### config.mk
export PLATFORM = sky130hd
export DESIGN_NAME = spi3_slave_regs_flat
export DESIGN_NICKNAME = d
export VERILOG_FILES = /design/src/rtl/spi3_slave_regs_if.sv /design/src/rtl/spi3_slave_regs.sv /design/src/flat_wrapper.sv
export SDC_FILE = /design/constraint.sdc
export NUM_CORES = 1
export LEC_CHECK = 0
export ABC_AREA = 1
export BUFFER_PORTS_ARGS = -buffer_cell sky130_fd_sc_hd__buf_2
export CAP_MARGIN = 15
export CORE_ASPECT_RATIO = 0.6
export CORE_MARGIN = 8
export CORE_UTILIZATION = 50
export CTS_BUF_LIST = sky130_fd_sc_hd__clkbuf_16
export CTS_CLUSTER_DIAMETER = 100
export DETAILED_ROUTE_END_ITERATION = 12
export GPL_TIMING_DRIVEN = 0
export PLACE_DENSITY = 0.67
export SYNTH_ARGS = -nofsm -noshare
export SYNTH_HDL_FRONTEND = slang
export SYNTH_SLANG_ARGS = --single-unit
### constraint.sdc
create_clock -name clk -period 6.7 [get_ports clk]
set_input_delay 0.335 -clock clk [delete_from_list [all_inputs] [get_ports clk]]
set_output_delay 0.335 -clock clk [all_outputs]
set_load 0.005 [all_outputs]
### src/rtl/spi3_slave_regs_if.sv
// Pin-level bundle for the 3-wire SPI bus. sdio is split into in/out/oe so the
// tristate pad can live at the chip top.
interface spi3_slave_regs_if;
  logic sclk;
  logic cs;
  logic sdio_in;
  logic sdio_out;
  logic sdio_oe;

  modport master (output sclk, cs, sdio_in, input sdio_out, sdio_oe);
  modport slave  (input sclk, cs, sdio_in, output sdio_out, sdio_oe);
endinterface

### src/rtl/spi3_slave_regs.sv
// 3-wire SPI slave with a small register bank. It oversamples sclk/cs/sdio on
// the system clock and decodes frames of the form cmd, address, data.
module spi3_slave_regs #(
  parameter int a_width   = 16,
  parameter int d_width   = 8,
  parameter int idx_width = 4
) (
  input  logic                clk,
  input  logic                rst,
  spi3_slave_regs_if.slave    spi,
  output logic                wr_stb,
  output logic [a_width-1:0]  wr_addr,
  output logic [d_width-1:0]  wr_data,
  output logic                rd_stb,
  output logic                busy,
  output logic                frame_err
);

  localparam int depth = 2 ** idx_width;
  localparam int cnt_w = $clog2((a_width > d_width ? a_width : d_width) + 1);

  typedef enum logic [2:0] {
    IDLE,
    CMD,
    ADDR,
    WDATA,
    RDATA,
    WAIT
  } state_t;

  state_t state;
  state_t state_nxt;

  logic sclk_s1, sclk_s2, sclk_s3;
  logic cs_s1, cs_s2, cs_s3;
  logic sdio_s1, sdio_s2;
  logic sclk_rise, sclk_fall, cs_fall;

  logic [cnt_w-1:0]   bit_cnt;
  logic               cmd_rd;
  logic [a_width-1:0] addr_sr;
  logic [d_width-1:0] data_sr;
  logic [d_width-1:0] out_sr;
  logic               oe_r;
  logic [d_width-1:0] bank [depth];

  logic [a_width-1:0] addr_next;
  logic [d_width-1:0] data_next;
  logic               last_addr, last_data;
  logic               do_write, do_read, abort_err;

  // Two flops per input for metastability; the third sclk/cs flop gives edge detection.
  always_ff @(posedge clk or posedge rst) begin
    if (rst) begin
      sclk_s1 <= 1'b0;
      sclk_s2 <= 1'b0;
      sclk_s3 <= 1'b0;
      cs_s1   <= 1'b1;
      cs_s2   <= 1'b1;
      cs_s3   <= 1'b1;
      sdio_s1 <= 1'b0;
      sdio_s2 <= 1'b0;
    end else begin
      sclk_s1 <= spi.sclk;
      sclk_s2 <= sclk_s1;
      sclk_s3 <= sclk_s2;
      cs_s1   <= spi.cs;
      cs_s2   <= cs_s1;
      cs_s3   <= cs_s2;
      sdio_s1 <= spi.sdio_in;
      sdio_s2 <= sdio_s1;
    end
  end

  assign sclk_rise = sclk_s2 & ~sclk_s3;
  assign sclk_fall = ~sclk_s2 & sclk_s3;
  assign cs_fall   = ~cs_s2 & cs_s3;

  assign addr_next = {addr_sr[a_width-2:0], sdio_s2};
  assign data_next = {data_sr[d_width-2:0], sdio_s2};
  assign last_addr = (bit_cnt == cnt_w'(a_width - 1));
  assign last_data = (bit_cnt == cnt_w'(d_width - 1));

  always_ff @(posedge clk or posedge rst) begin
    if (rst) begin
      state <= IDLE;
    end else begin
      state <= state_nxt;
    end
  end

  // Chip select going high wins over any bit arriving in the same clock.
  always_comb begin
    state_nxt = state;
    do_write  = 1'b0;
    do_read   = 1'b0;
    abort_err = 1'b0;
    if (cs_s2 && (state != IDLE)) begin
      state_nxt = IDLE;
      abort_err = (state inside {ADDR, WDATA, RDATA});
    end else begin
      case (state)
        IDLE: begin
          if (cs_fall) state_nxt = CMD;
        end
        CMD: begin
          if (sclk_rise) state_nxt = ADDR;
        end
        ADDR: begin
          if (sclk_rise && last_addr) begin
            state_nxt = cmd_rd ? RDATA : WDATA;
            do_read   = cmd_rd;
          end
        end
        WDATA: begin
          if (sclk_rise && last_data) begin
            state_nxt = WAIT;
            do_write  = 1'b1;
          end
        end
        RDATA: begin
          if (sclk_rise && last_data) state_nxt = WAIT;
        end
        WAIT: begin
          state_nxt = WAIT;
        end
        default: begin
          state_nxt = IDLE;
        end
      endcase
    end
  end

  // The first fall of the read phase precedes the first sample, so the MSB is
  // held until at least one rise has been counted.
  always_ff @(posedge clk or posedge rst) begin
    if (rst) begin
      bit_cnt   <= '0;
      cmd_rd    <= 1'b0;
      addr_sr   <= '0;
      data_sr   <= '0;
      out_sr    <= '0;
      oe_r      <= 1'b0;
      wr_stb    <= 1'b0;
      rd_stb    <= 1'b0;
      wr_addr   <= '0;
      wr_data   <= '0;
      busy      <= 1'b0;
      frame_err <= 1'b0;
    end else begin
      wr_stb    <= do_write;
      rd_stb    <= do_read;
      frame_err <= abort_err;
      busy      <= ~cs_s2;
      oe_r      <= (state_nxt == RDATA);

      if (state_nxt != state) begin
        bit_cnt <= '0;
      end else if (sclk_rise && (state inside {ADDR, WDATA, RDATA})) begin
        bit_cnt <= bit_cnt + cnt_w'(1);
      end

      case (state)
        CMD: begin
          if (sclk_rise) cmd_rd <= sdio_s2;
        end
        ADDR: begin
          if (sclk_rise) addr_sr <= addr_next;
        end
        WDATA: begin
          if (sclk_rise) data_sr <= data_next;
        end
        RDATA: begin
          if (sclk_fall && (bit_cnt != '0)) out_sr <= {out_sr[d_width-2:0], 1'b0};
        end
        default: begin
        end
      endcase

      if (do_write) begin
        wr_addr <= addr_sr;
        wr_data <= data_next;
      end
      if (do_read) begin
        out_sr <= bank[addr_next[idx_width-1:0]];
      end
    end
  end

  always_ff @(posedge clk or posedge rst) begin
    if (rst) begin
      for (int i = 0; i < depth; i++) bank[i] <= '0;
    end else if (do_write) begin
      bank[addr_sr[idx_width-1:0]] <= data_next;
    end
  end

  assign spi.sdio_oe  = oe_r;
  assign spi.sdio_out = oe_r & out_sr[d_width-1];

endmodule

### src/flat_wrapper.sv
// flat-port wrapper written by rule: the top's interface ports become plain ports
module spi3_slave_regs_flat 
#(
  parameter int a_width   = 16,
  parameter int d_width   = 8,
  parameter int idx_width = 4
)
  (clk, rst, wr_stb, wr_addr, wr_data, rd_stb, busy, frame_err, spi_sclk, spi_cs, spi_sdio_in, spi_sdio_out, spi_sdio_oe);
  spi3_slave_regs_if spi_i ();
  input  logic clk;
  input  logic rst;
  output logic wr_stb;
  output logic [a_width-1:0] wr_addr;
  output logic [d_width-1:0] wr_data;
  output logic rd_stb;
  output logic busy;
  output logic frame_err;
  input wire logic [$bits(spi_i.sclk)-1:0] spi_sclk;
  input wire logic [$bits(spi_i.cs)-1:0] spi_cs;
  input wire logic [$bits(spi_i.sdio_in)-1:0] spi_sdio_in;
  output wire logic [$bits(spi_i.sdio_out)-1:0] spi_sdio_out;
  output wire logic [$bits(spi_i.sdio_oe)-1:0] spi_sdio_oe;
  assign spi_i.sclk = spi_sclk;
  assign spi_i.cs = spi_cs;
  assign spi_i.sdio_in = spi_sdio_in;
  assign spi_sdio_out = spi_i.sdio_out;
  assign spi_sdio_oe = spi_i.sdio_oe;
  spi3_slave_regs #(.a_width(a_width), .d_width(d_width), .idx_width(idx_width)) u_core (.clk(clk), .rst(rst), .spi(spi_i), .wr_stb(wr_stb), .wr_addr(wr_addr), .wr_data(wr_data), .rd_stb(rd_stb), .busy(busy), .frame_err(frame_err));
endmodule
# --- After elaboration in Yosys (flattened, before gate mapping) ---
# Cells that the tools add are included.
# Widths: inputs -> output; s select.
word_totals:
  in_bits: 5
  wordCells: 102
  regBits: 205
  output_inout_bits: 30
classes:
  n_eq_ne: 9
  n_reduce_logical: 18
  order_cmp: 3
  n_mux: 25
  bitwise: 9
  add_sub_neg: 1
ops:
  columns: ["cell", "count"]
  rows:
  - ["$bwmux 128", 1]
  - ["$mux 8", 6]
  - ["$bmux 8 s4", 1]
  - ["$demux 8 s4", 1]
  - ["$mux 3", 6]
  - ["$pmux 3 s5", 1]
  - ["$ge 5x5->1 const B", 2]
  - ["$mux 5", 2]
  - ["$not 4->5", 2]
  - ["$eq 3x3->1 const B", 3]
  - ["$reduce_and 2->1", 4]
  - ["$mux 1", 7]
  - ["$eq 3x2->1 const B", 2]
  - ["$logic_and 1x1->1", 6]
  - ["$reduce_bool 2->1", 3]
  - ["$reduce_bool 3->1", 2]
  - ["$add 5x1->5 const B", 1]
  - ["$eq 5x3->1 const B", 1]
  - ["$eq 5x4->1 const B", 1]
  - ["$lt 5x1->1 const B", 1]
  - ["$reduce_bool 5->1", 1]
  - ["$and 1x1->1", 4]
  - ["$eq 3x1->1 const B", 1]
  - ["$logic_not 3->1", 1]
  - ["other kinds (3)", 5]

# --- Logic depth before layout (Yosys ltp) ---
# Gate-level depths: netlist of run 1.
logic_depth:
  word_depth: 8
  mapped_depth: 14
  ltp_nobuf: 14

# --- Least setup slack after synthesis of run 1 ---
# Ideal clock, no wire load.
synth_path:
  path_kind: "register to register"
  startpoint: "register u_core.bit_cnt[0]"
  endpoint: "register u_core.out_sr[1]"
  slack_ns: 4.823
  path_buffers: 0
  arrival_time_ns: 1.754
  required_time_ns: 6.578
  setup_ns: 0.122
  synth_period_minus_slack_ns: 1.877
  path_stages_with_launch: 13
  path_cell_list: "dfrtp_1 -> ha_1 -> nand2_1 -> nor2_1 -> ha_1 -> inv_1 -> nor2_1 -> nand3_1 -> nor2_1 -> nor2_1 -> inv_1 -> nor2_1 -> a21oi_1"
synth_via:
  elab_chain_len: 7
  word_cells_on_any_way: 11
  cone_classes: "eq/ne: 1; mux: 4; reduce/logical: 6"
synth_rtl:
  columns: ["element", "line_no", "text"]
  rows:
  - ["start, declared", "spi3_slave_regs.sv:39", "logic [cnt_w-1:0] bit_cnt;"]
  - ["start signal, assigned", "spi3_slave_regs.sv:160", "bit_cnt <= bit_cnt + cnt_w'(1);"]
  - ["$eq 5x4->1", "spi3_slave_regs.sv:81", "assign last_addr = (bit_cnt == cnt_w'(a_width - 1));"]
  - ["$logic_and 1x1->1", "spi3_slave_regs.sv:110", "if (sclk_rise && last_addr) begin"]
  - ["$mux 1", "spi3_slave_regs.sv:110", null]
  - ["$mux 1", "spi3_slave_regs.sv:102", "case (state)"]
  - ["$mux 1", "spi3_slave_regs.sv:98", "if (cs_s2 && (state != IDLE)) begin"]
  - ["$reduce_bool 2->1 (no line)", null, null]
  - ["$reduce_and 2->1 (no line)", null, null]
  - ["end signal, assigned", "spi3_slave_regs.sv:174", "if (sclk_fall && (bit_cnt != '0)) out_sr <= {out_sr[d_width-2:0], 1'b0};"]
  - ["end signal, assigned", "spi3_slave_regs.sv:185", "out_sr <= bank[addr_next[idx_width-1:0]];"]
  - ["end, declared", "spi3_slave_regs.sv:43", "logic [d_width-1:0] out_sr;"]
# Parallel ways exist; a longest one is shown, timed or not.
# A chain may end at the register's enable or synchronous reset.

# --- Final worst setup path of run 1 ---
layout_path:
  startpoint: "register u_core.bit_cnt[0]"
  endpoint: "register u_core.out_sr[7]"
# The elaborated chain is that of the path after synthesis.

==> metrics.yaml, run 1 <==
setup_path:
  rr_worst_depth: 12
  critPathCaptureType: "register"
  r2r_end: "u_core.out_sr[7]$_DFFE_PP0P_"
  worstPathMaxFanout: 9
  arrival_ps: 3070
  crit_type: "register to register"
  start_kind: "register"
  r2r_setup_slack_ps: 4010
  required_ps: 7070
  r2r_start: "u_core.bit_cnt[0]$_DFFE_PP0P_"
clock_tree:
  clockRootBuffer: "clkbuf_16"
  cts.repair.resized: 0
  htree_levels: 1
  cts_setup_buffers: 0
  cts_buffers: 20
  clk-insertion-delay-late_ps: 500
  cts.clk_slew.worst_paths_ps: 60
  cts_hold_buffers: 3
  tritoncts: "built"
  cts_sinks: 205
  cts_max_path_buffers: 3
timing:
  fin_setup_tns_ps: 0
  rsz0062_at_grt: "no"
  max_freq_ghz: 0.372
  worst_clock_skew_ps: 9.73
  setup_ws_ps: 4010
  min_period_ps: 2690
  drv_slew: 0
  slew_headroom_pct: 31.7
  timing.final.hold_violations: 0
  max_slew.worst_pin.slew_ps: 1020
  setup_viol: 0
  period_share_pct: 40.2
yosys:
  async_flop_share_pct: 100
  yosysWarnings: 0
  synth_edf_count: 0
  syn_inst: 1046
  yosys_most_used_dff: "dfrtp_1"
  synth_seq_area_share_pct: 57.1
  yosysUniqueCellTypes: 28
  ys_ff_latch: 205
  synthesis.nets: 1054
  syn-cell-area_um2: 8990
  avgSynthCellArea_um2: 8.59
floorplan:
  fp.dieArea_um2: 22700
  pin_count: 35
  fp.coreArea_um2: 17800
  initial_core_util_pct: 50.4
  die_w_um: 189
  num_rows: 38
  fp.dieH_um: 120
layout:
  final_nets: 1114
  area_growth_pct: 12.8
  drive_gt1_share_pct: 10.5
  final_common_cell: "nand2_1"
  fillers: 1665
  antenna_cells: 0
  final_cell_mix: "328 x nand2_1, 202 x dfrtp_1, 176 x o21ai_0"
run:
  drv_cap: 0
placement:
  dp_hpwl_um: 18000
  port_buffers: 34
  dp_slack_ps: 4070
  gp_congestion: 0.963
drt:
  ant_nets: 0
  viasPerCell: 5.58
  dr.pass1.iters: 5
  wl_um: 25600
  wire_per_inst_um: 18.8
  dr_total_vias: 7587
  drt_iter0_markers: 916
  drc_errors: 0
global_route:
  grt_usage_pct: 22.6
  antenna_found_initial: 0
  grt_pass1_wl_um: 40400
  grt_max_degree: 126
  gr-total-overflow: 0
  grt_pass1_vias: 6948
power:
  vdd_drop_max_v: 0.000200
  p_leak_nw: 4.44
  power.total_mw: 2.78
  p_per_area_nw_per_um2: 274
outcome:
  outcome: "completed"
min_path:
  hold_path_class: "input pin to async pin"
layout make-up:
cell class                      instances  area [um2]  share of cell area (%)
Tap cell                              240         300                    2.96
Clock inverter                         14        93.8                   0.925
Buffer                                 63         350                    3.45
Multi-Input combinational cell        728        3320                    32.7
Clock buffer                           21         526                    5.18
Inverter                               50         195                    1.92
Sequential cell                       205        5130                    50.6
Timing Repair Buffer                   38         228                    2.24
sequential cells by signal, summed over array words and instances, names as in the netlist, 3 cells and up:
signal / count
u_core.bank: 128
u_core.addr_sr: 16
u_core.state: 3
u_core.wr_data: 8
u_core.data_sr: 7
u_core.bit_cnt: 5
u_core.wr_addr: 16
u_core.out_sr: 8
stage by stage:
stage	utilization, %	cells	hold slack, ps	area [um2]
final	56.9	1359	21.5	10100
after global routing	56.9	1359	95.0	10100
after CTS	56.9	1359	62.1	10100
after detailed placement	53.2	1321	339	9490
after global placement	53.1	1320	332	9460
after floorplan	-	1046	331	8990
power by group:
| group | switching [mW] | internal, mW |
|---|---|---|
| clock | 0.480 | 0.606 |
| sequential | 0.0200 | 1.26 |
| combinational | 0.327 | 0.0852 |
| total | 0.828 | 1.95 |
cell usage after synthesis, types with 2 or more instances:
cell type	count	area, um2
a21oi_1	76	380
buf_1	8	30.0
buf_2	10	50.1
buf_6	13	146
clkbuf_1	31	116
dfrtp_1	202	5050
dfstp_2	3	78.8
ha_1	3	37.5
inv_1	46	173
inv_2	3	11.3
nand2_1	328	1230
nand2_2	16	100
nand2_4	2	22.5
nand3_1	37	185
nor2_1	40	150
nor3_1	2	10.0
nor3_4	4	65.1
o21ai_0	176	881
o21ai_1	35	175
xor2_1	3	26.3
cell families (layout without fill, tap and decap cells):
group,Yosys count,after routing,share of synthesized area (%)
buffers and inverters,113,186,5.99
AOI/OAI and AO/OA,288,288,16.1
adders and majority gates,3,3,0.418
xor gates and xnor gates,3,3,0.292
muxes,1,1,0.111
and+or+nand+nor,433,433,20.0
DFF,205,205,57.1
worst max-delay path by stage:
stage | from | slack (ps) | end
after floorplan | rst | 770 | u_core.addr_sr[0]$_DFFE_PP0P_
after global placement | rst | -1520 | u_core.state[1]$_DFF_PP0_
after detailed placement | u_core.bit_cnt[0]$_DFFE_PP0P_ | 4070 | u_core.out_sr[7]$_DFFE_PP0P_
after CTS | u_core.bit_cnt[0]$_DFFE_PP0P_ | 4070 | u_core.out_sr[7]$_DFFE_PP0P_
after global routing | u_core.bit_cnt[0]$_DFFE_PP0P_ | 3830 | u_core.out_sr[7]$_DFFE_PP0P_
final | u_core.bit_cnt[0]$_DFFE_PP0P_ | 4010 | u_core.out_sr[7]$_DFFE_PP0P_
per-layer routing:
| layer | wire, um | vias up | GRT usage, % |
|---|---|---|---|
| met3 | 2400 | 39 | 4.90 |
| met4 | 382 | 0 | 3.75 |
| met5 | 0 | - | 0 |
| met2 | 9790 | 288 | 29.0 |
| met1 | 13000 | 3723 | 37.7 |
| li1 | - | 3537 | - |
worst max-delay path, stage by stage (launching register included):
cell,delay [ps]
dfrtp_1,400
ha_1,210
nand2_1,80
nor2_1,50
ha_1,210
inv_1,60
nor2_1,50
nand3_1,90
nor2_1,80
nor2_1,780
inv_1,310
nor2_1,180
a21oi_1,60
(Power assumes the default switching activity.)
==> run 2: changes to the inputs <==
Settings changed: ABC_AREA 1 to 0.
Clock period 6.7 ns to 2.7 ns, I/O delays scaled along.
==> run 2 against run 1 <==
Against the previous run: the flow now finishes with violations (setup timing); total power grew to 2.7 times the previous value; wire length is 14% lower; flip-flop and latch count stayed put; worst setup slack worse by 4000 ps; global-route usage is 3.1 points lower; clock power grew to 2.7 times the previous value.
==> metrics.yaml, run 2 <==
timing:
  timing.final.hold_violations: 0  # unchanged
  max_freq_ghz: 0.367  # was 0.372 GHz
  slew_headroom_pct: 39.9  # was 31.7%
  min_period_ps: 2720  # was 2690 ps
  setup_viol: 2  # was 0
  fin_setup_tns_ps: -42.0  # was 0 ps
  rsz0062_at_grt: "yes"  # was no
  worst_clock_skew_ps: 19.9  # was 9.73 ps
  drv_slew: 0  # unchanged
  period_share_pct: 101  # was 40.2%
  setup_ws_ps: -24.6  # was 4010 ps
  max_slew.worst_pin.slew_ps: 902  # was 1020 ps
setup_path:
  start_kind: "register"  # unchanged
  worstPathMaxFanout: 8  # was 9
  r2r_start: "u_core.bit_cnt[3]$_DFFE_PP0P_"  # was u_core.bit_cnt[0]$_DFFE_PP0P_
  r2r_end: "u_core.bank[102]$_DFFE_PP0P_"  # was u_core.out_sr[7]$_DFFE_PP0P_
  crit_type: "register to register"  # unchanged
  rr_worst_depth: 7  # was 12
  arrival_ps: 3110  # was 3070 ps
  required_ps: 3090  # was 7070 ps
  r2r_setup_slack_ps: -20  # was 4010 ps
  critPathCaptureType: "register"  # unchanged
power:
  vdd_drop_max_v: 0.000493  # was 0.000200 V
  power.total_mw: 7.50  # was 2.78 mW
  p_per_area_nw_per_um2: 670  # was 274 nW/um2
  p_leak_nw: 5.42  # was 4.44 nW
drt:
  ant_nets: 0  # unchanged
  dr_total_vias: 5854  # was 7587
  wire_per_inst_um: 21.8  # was 18.8 um
  viasPerCell: 5.79  # was 5.58
  drt_iter0_markers: 301  # was 916
  wl_um: 22100  # was 25600 um
  dr.pass1.iters: 4  # was 5
  drc_errors: 0  # unchanged
layout:
  area_growth_pct: 21.5  # was 12.8%
  final_nets: 764  # was 1114
  regMostFlops: "u_core.bank"  # unchanged
  drive_gt1_share_pct: 44.6  # was 10.5%
  final_cells: 1011  # was 1359
  largest_reg_flops: 128  # unchanged
  antenna_cells: 0  # unchanged
  final_common_cell: "dfrtp_1"  # was nand2_1
  reg.largest.list: "u_core.bank x128, u_core.addr_sr x16, u_core.wr_addr x16"  # unchanged
  final_cell_mix: "201 x dfrtp_1, 131 x mux2_2, 72 x nand2_1"  # was 328 x nand2_1, 202 x dfrtp_1, 176 x o21ai_0
placement:
  dp_hpwl_um: 14900  # was 18000 um
  port_buffers: 34  # unchanged
  gp_congestion: 0.875  # was 0.963
  post-place-cells: 938  # was 1321
global_route:
  grt_usage_pct: 19.5  # was 22.6%
  grt_pass1_vias: 6237  # was 6948
  grt_max_degree: 45  # was 126
  gr-total-overflow: 0  # unchanged
  grt_pass1_wl_um: 35500  # was 40400 um
  antenna_found_initial: 0  # unchanged
clock_tree:
  tritoncts: "built"  # unchanged
  cts_max_path_buffers: 3  # unchanged
  cts.clk_slew.worst_paths_ps: 70  # was 60 ps
  clockRootBuffer: "clkbuf_16"  # unchanged
  clk-insertion-delay-late_ps: 510  # was 500 ps
  htree_levels: 1  # unchanged
  cts_sinks: 205  # unchanged
  cts_buffers: 21  # was 20
yosys:
  synth-simple-area-share_pct: 9.65  # was 20.0%
  yosys_most_used_dff: "dfrtp_1"  # unchanged
  synthesis.nets: 666  # was 1054
  synth_most_common_cell: "dfrtp_1"  # was nand2_1
  synth.area.mux_share_pct: 28.6  # was 0.111%
  synth_compound_area_share_pct: 2.89  # was 16.1%
  avgSynthCellArea_um2: 14.0  # was 8.59 um2
  ys_ff_latch: 205  # unchanged
  syn-cell-area_um2: 9220  # was 8990 um2
  yosysWarnings: 0  # unchanged
  yosysTopAreaCell: "dfrtp_1"  # unchanged
  yosys-top-cells-area: "dfrtp_1 55%, mux2_2 19%, mux4_2 8.1%"  # was dfrtp_1 56%, nand2_1 14%, o21ai_0 9.8%
  async_flop_share_pct: 100  # unchanged
  synthXorXnorAreaFrac_pct: 0.285  # was 0.292%
  synth_seq_area_share_pct: 55.7  # was 57.1%
  synth_common_cells: "202 x dfrtp_1, 155 x mux2_2, 75 x nand2_1"  # was 328 x nand2_1, 202 x dfrtp_1, 176 x o21ai_0
  synth_edf_count: 0  # unchanged
  yosysUniqueCellTypes: 46  # was 28
  syn_inst: 658  # was 1046
  synthAdderAreaFrac_pct: 0.407  # was 0.418%
  synth_top_area_share_pct: 54.8  # was 56.2%
  synth_top_family_by_area: "multiplexers"  # was simple AND/OR/NAND/NOR gates
floorplan:
  fp.dieH_um: 121  # was 120 um
  num_rows: 38  # unchanged
  initial_core_util_pct: 51.0  # was 50.4%
  fp.coreArea_um2: 18100  # was 17800 um2
  pin_count: 35  # unchanged
  die_w_um: 191  # was 189 um
  fp.dieArea_um2: 23200  # was 22700 um2
run:
  drv_cap: 0  # unchanged
min_path:
  hold_path_class: "input pin to async pin"  # unchanged
outcome:
  outcome: "finished with violations"  # was completed
  violations: "setup timing"
## run 2: final cells by class
type	instances	area, um2
inverters	9	41.3
clock buffers	21	526
multi-input cells	398	4030
plain buffers	41	194
flip-flops and latches	205	5130
well taps	240	300
fillers	1365	6860
clock inverters	17	183
repair buffers	80	800
## run 2: metal layers
metal | vias to the layer above | GRT usage (%) | share of wire [%]
li1 | 2583 | - | -
met1 | 3089 | 29.7 | 49
met2 | 146 | 28.7 | 44
met3 | 36 | 3.36 | 4.8
met4 | 0 | 4.45 | 1.7
met5 | - | 0 | 0
## run 2: worst max-delay path, cell delays in order (launching register included)
cell,delay [ps]
dfrtp_1,390
or4b_4,560
or4_4,620
buf_12,190
buf_6,110
clkinvlp_4,80
nand4_4,270
mux2_4,410
## run 2: cells by family (layout without fill, tap and decap cells)
group | Yosys count | in the layout
xor gates and xnor gates | 3 | 3
DFF | 205 | 205
AOI/OAI and AO/OA | 38 | 38
muxes | 203 | 203
buffers and inverters | 55 | 168
adders and majority gates | 3 | 3
and+or+nand+nor | 151 | 151
## run 2: through the flow
step                      hold slack (ps)  setup slack [ps]  cell area [um2]  util, %
after floorplan                       139             -90.8             9230        -
after global placement                240             -1140             9700     53.7
after detailed placement              241              -396             9810     54.3
after CTS                             253             -69.0            11100     61.4
after global routing                  269             -64.4            11200     62.0
final                                 270             -24.6            11200     62.0
## run 2: how the worst max path moves through the flow
stage / startpoint / to / depth (start not counted)
after floorplan: rst / u_core.addr_sr[0]$_DFFE_PP0P_ / 1
after global placement: rst / u_core.bit_cnt[0]$_DFFE_PP0P_ / 2
after detailed placement: u_core.bit_cnt[3]$_DFFE_PP0P_ / u_core.bank[106]$_DFFE_PP0P_ / 7
after CTS: u_core.bit_cnt[3]$_DFFE_PP0P_ / u_core.bank[97]$_DFFE_PP0P_ / 8
after global routing: u_core.bit_cnt[3]$_DFFE_PP0P_ / u_core.bank[102]$_DFFE_PP0P_ / 7
final: u_core.bit_cnt[3]$_DFFE_PP0P_ / u_core.bank[102]$_DFFE_PP0P_ / 7
## run 2: repair_timing
item                                    4_1_cts  5_1_grt
endpoints found under the hold margin        31        0
pin swaps                                    13        6
buffers inserted                             24       11
hold buffers                                  4        0
endpoints found under the setup margin      148      105
cloned                                        1        0
gates resized for setup                      46       20
## run 2: power by group
| group | total, mW | switching (mW) | internal, mW |
|---|---|---|---|
| Sequential | 3.20 | 0.0528 | 3.15 |
| Clock | 2.97 | 1.25 | 1.73 |
| Combinational | 1.33 | 0.915 | 0.412 |
